<file path="config.mk">
export PLATFORM = sky130hd
export DESIGN_NAME = wb_shared_bus_rr
export DESIGN_NICKNAME = d
export VERILOG_FILES = /design/src/rtl/wb_shared_bus_rr.sv
export SDC_FILE = /design/constraint.sdc
export NUM_CORES = 1
export LEC_CHECK = 0
export ABC_AREA = 1
export CAP_MARGIN = 10
export CORE_AREA = 2 2 155 157
export DETAILED_ROUTE_END_ITERATION = 10
export DIE_AREA = 0 0 157 159
export PLACE_DENSITY = 0.58
export SLEW_MARGIN = 0
export SYNTH_ARGS = -nofsm -noshare
export SYNTH_HDL_FRONTEND = slang
export SYNTH_SLANG_ARGS = --single-unit
</file>
<file path="constraint.sdc">
create_clock -name wb_clk_i -period 1.87 [get_ports wb_clk_i]
set_clock_uncertainty 0.15 [all_clocks]
set_input_delay 0.187 -clock wb_clk_i [delete_from_list [all_inputs] [get_ports wb_clk_i]]
set_output_delay 0.187 -clock wb_clk_i [all_outputs]
set_load 0.05 [all_outputs]
</file>
<file path="src/rtl/wb_shared_bus_rr.sv">
// Shared Wishbone bus: round-robin arbitration among masters, address decode to slaves,
// an error response for unmapped addresses, and a watchdog that errors out stalled strobes.
module wb_shared_bus_rr #(
  parameter int NUM_MASTERS = 2,
  parameter int NUM_SLAVES = 4,
  parameter int DEC_W = 8,
  parameter logic [NUM_SLAVES*DEC_W-1:0] SLAVE_BASES = {8'h90, 8'h92, 8'h04, 8'h00},
  parameter int TIMEOUT_CYCLES = 255
) (
  input  logic                      wb_clk_i,
  input  logic                      wb_rst_i,
  input  logic [NUM_MASTERS-1:0]    m_cyc_i,
  input  logic [NUM_MASTERS-1:0]    m_stb_i,
  input  logic [NUM_MASTERS-1:0]    m_we_i,
  input  logic [NUM_MASTERS*32-1:0] m_adr_i,
  input  logic [NUM_MASTERS*4-1:0]  m_sel_i,
  input  logic [NUM_MASTERS*32-1:0] m_dat_i,
  output logic [31:0]               m_dat_o,
  output logic [NUM_MASTERS-1:0]    m_ack_o,
  output logic [NUM_MASTERS-1:0]    m_err_o,
  output logic [NUM_SLAVES-1:0]     s_cyc_o,
  output logic [NUM_SLAVES-1:0]     s_stb_o,
  output logic [31:0]               s_adr_o,
  output logic [3:0]                s_sel_o,
  output logic                      s_we_o,
  output logic [31:0]               s_dat_o,
  input  logic [NUM_SLAVES*32-1:0]  s_dat_i,
  input  logic [NUM_SLAVES-1:0]     s_ack_i,
  input  logic [NUM_SLAVES-1:0]     s_err_i,
  output logic [NUM_MASTERS-1:0]    grant_o,
  output logic                      timeout_o
);

  localparam int GW = (NUM_MASTERS > 1) ? $clog2(NUM_MASTERS) : 1;
  localparam int SW = (NUM_SLAVES > 1) ? $clog2(NUM_SLAVES) : 1;
  localparam int WDT_W = (TIMEOUT_CYCLES < 256) ? 8 : ((TIMEOUT_CYCLES < 65536) ? 16 : 32);

  typedef enum logic {IDLE, GRANTED} state_e;

  state_e                 state_q, state_d;
  logic [GW-1:0]          gidx_q, gidx_d, last_q, last_d, pick;
  logic [NUM_MASTERS-1:0] grant_q, grant_d;
  logic [WDT_W-1:0]       wdt_q, wdt_d;
  logic                   err_q, err_d, timeout_q, timeout_d;
  logic                   pick_vld, granted, g_cyc, g_stb;
  logic                   sel_vld, sl_ack, sl_err, stall, expire;
  logic [SW-1:0]          sel_idx;

  // Round-robin search starting one past the last granted master
  always_comb begin
    int idx;
    idx = 0;
    pick_vld = 1'b0;
    pick = last_q;
    for (int k = 1; k <= NUM_MASTERS; k++) begin
      idx = int'(last_q) + k;
      if (idx >= NUM_MASTERS) idx = idx - NUM_MASTERS;
      if (!pick_vld && m_cyc_i[idx]) begin
        pick_vld = 1'b1;
        pick = GW'(idx);
      end
    end
  end

  assign granted = (state_q == GRANTED);
  assign g_cyc   = granted & m_cyc_i[gidx_q];
  assign g_stb   = granted & m_stb_i[gidx_q];
  assign s_adr_o = granted ? m_adr_i[gidx_q*32 +: 32] : 32'h0;
  assign s_sel_o = granted ? m_sel_i[gidx_q*4 +: 4] : 4'h0;
  assign s_we_o  = granted & m_we_i[gidx_q];
  assign s_dat_o = granted ? m_dat_i[gidx_q*32 +: 32] : 32'h0;

  // Downward scan so the lowest matching slave index wins
  always_comb begin
    sel_vld = 1'b0;
    sel_idx = '0;
    for (int i = NUM_SLAVES - 1; i >= 0; i--) begin
      if (granted && (s_adr_o[31 -: DEC_W] == SLAVE_BASES[i*DEC_W +: DEC_W])) begin
        sel_vld = 1'b1;
        sel_idx = SW'(i);
      end
    end
  end

  assign sl_ack  = sel_vld & s_ack_i[sel_idx];
  assign sl_err  = sel_vld & s_err_i[sel_idx];
  assign stall   = g_stb & sel_vld & ~sl_ack & ~sl_err;
  assign expire  = (TIMEOUT_CYCLES != 0) && stall && (wdt_q == WDT_W'(TIMEOUT_CYCLES));
  assign m_dat_o = sel_vld ? s_dat_i[sel_idx*32 +: 32] : 32'h0;

  always_comb begin
    s_cyc_o = '0;
    s_stb_o = '0;
    m_ack_o = '0;
    m_err_o = '0;
    if (sel_vld) begin
      s_cyc_o[sel_idx] = g_cyc;
      s_stb_o[sel_idx] = g_stb;
    end
    if (granted) begin
      m_ack_o[gidx_q] = g_stb & sl_ack;
      m_err_o[gidx_q] = g_stb & (sl_err | err_q | expire);
    end
  end

  always_comb begin
    state_d = state_q;
    gidx_d  = gidx_q;
    last_d  = last_q;
    grant_d = grant_q;
    case (state_q)
      IDLE: begin
        if (pick_vld) begin
          state_d = GRANTED;
          gidx_d  = pick;
          last_d  = pick;
          grant_d = '0;
          grant_d[pick] = 1'b1;
        end
      end
      GRANTED: begin
        if (!m_cyc_i[gidx_q]) begin
          state_d = IDLE;
          grant_d = '0;
        end
      end
      default: state_d = IDLE;
    endcase
    // Unmapped strobe errors every other cycle while held; it never feeds the watchdog
    err_d     = g_stb & ~sel_vld & ~err_q;
    wdt_d     = (stall && !expire) ? wdt_q + 1'b1 : '0;
    timeout_d = expire;
  end

  always_ff @(posedge wb_clk_i) begin
    if (wb_rst_i) begin
      state_q   <= IDLE;
      gidx_q    <= '0;
      last_q    <= GW'(NUM_MASTERS - 1);
      grant_q   <= '0;
      wdt_q     <= '0;
      err_q     <= 1'b0;
      timeout_q <= 1'b0;
    end else begin
      state_q   <= state_d;
      gidx_q    <= gidx_d;
      last_q    <= last_d;
      grant_q   <= grant_d;
      wdt_q     <= wdt_d;
      err_q     <= err_d;
      timeout_q <= timeout_d;
    end
  end

  assign grant_o   = grant_q;
  assign timeout_o = timeout_q;

endmodule
</file>
==> flow_summary.yaml <==
grt:
  antenna_found_initial: 1
  grt_overflow_total: 0
  grt_pass1_vias: 5907
  grt_max_degree: 55
  gr-usage-all-layers_pct: 17.3
  grt_pass1_wl_um: 33500
setup_path:
  critPathLaunch: "gidx_q"
  timing.rr.end: "timeout_o"
  critPathCaptureType: "output pin"
  cp.required_ps: 1530
  cp_common_cell: "buf_6"
  startpoint_type: "flop"
  crit_chain: "buf_6 -> nand2_4 -> nand3_4 -> nand3_2 -> nor2_4 -> o21ai_4 -> inv_1 -> buf_12 -> nand3_1 -> a41oi_4 -> buf_6"
  slowest_delay_ps: 440
  path_max_fanout: 25
  cp.arrival_ps: 2340
  crit_type: "reg2out"
  r2r_slack_ps: -440
  reg2reg_depth: 15
  crit_slowest_cell: "dfxtp_4"
  r2r_start: "gidx_q"
place:
  placed_cell_area_um2: 8860
  gp_congestion: 0.859
  dp.cells: 1307
  place_hpwl_um: 19500
  io_buffers: 395
timing:
  whs_ps: 316
  relSlewSlack_pct: 66.1
  drv_slew: 0
  fin_crit_sh_pct: 143
  setup_slack_ps: -811
  hold_viol_final: 0
  rsz0062_at_grt: "true"
  tightestPinTransition_ps: 507
  tns_ps: -39860
  setup_viol: 102
  clock.fmax_ghz: 0.373
  finalCriticalPeriod_ps: 2680
pwr:
  p_sw_uw: 2040
  vdd_ir_drop_max_mv: 0.263
  p_comb_share_pct: 81.6
  power_density_nw_per_um2: 419
  p_clk_share_pct: 9.9
  p_int_uw: 2130
  leakage_uw: 0.00374
  p_sw_share_pct: 48.9
  power_frac_seq_pct: 8.5
cts:
  cts_root_buf: "clkbuf_16"
  ctsHtreeMaxLevel: 1
  clock_latency_ps: 240
  clockBufferDepth: 2
  cts_tree: "yes"
  cts_hold_buf: 0
  numCtsBuffers: 3
  clk_pin_slew_ps: 50
  clock_sinks: 15
logic_synthesis:
  yosysSeqAreaShare_pct: 9.89
  syn-cell-area_um2: 3040
  syn_avg_cell_area_um2: 5.22
  synthesis.nets: 863
  yosysWarnings: 0
  ys_ff_latch: 15
  postSynthCellCount: 582
  ys_types: 31
die:
  initial_utilization_pct: 13.1
  fp.dieArea_um2: 25000
  chipHeight_um: 159
  std_cell_rows: 56
  die_w_um: 157
  core_area_um2: 23200
  io_pins: 396
worst_hold_path:
  whs_path_depth: 1
  min_from: "err_q"
  hold_class: "reg2reg"
  min_to: "err_q"
final_layout:
  drive_above_1_share_pct: 41.1
  num_antenna_cells: 0
  design_area_um2: 9940
  syn2layout_area_growth_pct: 227
  nets: 1295
  stdcell_count: 1332
  fin_util_pct: 42.9
detailed_routing:
  ant_nets: 0
  vias: 5740
  wl_um: 24000
  viasPerCell: 4.31
  drtPass1Iterations: 4
  drc: 0
  drt_iter0_drc: 266
  wl_per_cell_um: 18.0
flow_run:
  maxCapViolCount: 0
status:
  status: "complete, but fails checks"
  violations: "setup timing"
==> state kept, by name (all words and copies together) (netlist names) <==
name / cells
last_q: 1
timeout_o: 1
gidx_q: 1
granted: 1
grant_o: 2
wdt_q: 8
err_q: 1
==> per-layer routing <==
metal	up-vias	track usage (%)	wire length [um]
li1	2807	-	-
met1	2629	17.9	8640
met2	278	33.6	12600
met3	26	5.06	2130
met4	0	4.34	573
met5	-	0	0
==> synthesized netlist by cell type <==
cell type | number | area, um2
nor2_1 | 155 | 582
nand2_1 | 111 | 417
nand3_1 | 76 | 380
o21ai_0 | 62 | 310
a41oi_1 | 32 | 280
inv_1 | 32 | 120
clkbuf_1 | 28 | 105
dfxtp_1 | 15 | 300
nand2_2 | 9 | 56.3
buf_2 | 8 | 40.0
buf_4 | 7 | 52.6
nand3_2 | 7 | 70.1
a21oi_1 | 6 | 30.0
inv_2 | 4 | 15.0
nand2_4 | 4 | 45.0
xor2_1 | 4 | 35.0
nor2_2 | 3 | 18.8
buf_6 | 2 | 22.5
nand3b_1 | 2 | 15.0
nor2_4 | 2 | 22.5
o21ai_1 | 2 | 10.0
xnor2_1 | 2 | 17.5
a211oi_1 | 1 | 7.51
buf_1 | 1 | 3.75
ha_1 | 1 | 12.5
nand3_4 | 1 | 17.5
nor2_8 | 1 | 20.0
nor3_1 | 1 | 5.00
nor3_2 | 1 | 10.0
nor4_1 | 1 | 6.26
o21ai_2 | 1 | 8.76
==> metrics by stage <==
stage	worst slack (ps)	power, uW
2_1_floorplan	-371	2030
3_3_place_gp	-967	3340
3_5_place_dp	-962	3360
4_1_cts	-844	4040
5_1_grt	-948	4360
6_report	-811	4170
==> power groups by stage <==
| stage | clock [uW] | combinational, uW | sequential [uW] |
|---|---|---|---|
| global route | 442 | 3570 | 356 |
| CTS | 427 | 3260 | 354 |
| floorplan | 0 | 1660 | 364 |
| global placement | 0 | 2990 | 357 |
| finish | 411 | 3400 | 354 |
| detailed placement | 0 | 3000 | 358 |
==> worst max path at each step <==
| stage | to | slack (ps) | depth (start not counted) |
|---|---|---|---|
| 5_1_grt | m_err_o[1] | -950 | 16 |
| 3_5_place_dp | m_dat_o[10] | -960 | 13 |
| 3_3_place_gp | m_err_o[0] | -970 | 16 |
| 2_1_floorplan | m_err_o[0] | -370 | 16 |
| 6_report | m_dat_o[28] | -810 | 11 |
| 4_1_cts | m_err_o[1] | -840 | 15 |
==> cell usage in the layout (no fill, tap or decap), types with 14 or more instances in the layout <==
cell and count:
a41oi_4 31, buf_12 34, buf_4 89, buf_6 48, buf_8 15, clkdlybuf4s50_1 280
inv_1 30, nand2_1 67, nand2_2 40, nand2_4 14, nand3_1 68, nor2_1 68
nor2_2 14, nor2_4 78, o21ai_0 36, o21ai_1 18
==> critical path: cells and delay by family (launching register included) <==
| kind | cells | cell delay (ps) |
|---|---|---|
| buffers and inverters | 4 | 660 |
| and+or+nand+nor | 5 | 640 |
| DFF | 1 | 440 |
| AOI/OAI and AO/OA | 2 | 330 |
==> cells by family after synthesis <==
group / after synthesis / share of synthesized area (%)
and+or+nand+nor: 374 / 54.8
AOI/OAI and AO/OA: 104 / 21.3
DFF: 15 / 9.89
buffers and inverters: 82 / 11.8
xor gates and xnor gates: 6 / 1.73
adders and majority gates: 1 / 0.412
==> area by class of cell <==
cell class              instances  area (um2)
clock buffers                   4        78.8
repair buffers                473        5100
flip-flops and latches         15         305
inverters                      36         158
fillers                      2355       13300
well taps                     319         399
multi-input cells             485        3900
==> timing repair <==
item / 4_1_cts / 5_1_grt
gates resized for setup: 117 / 105
endpoints found under the setup margin: 119 / 117
setup buffers: 12 / 4
pin swaps: 16 / 2
gates cloned: 4 / 5
(Power assumes the default switching activity.)
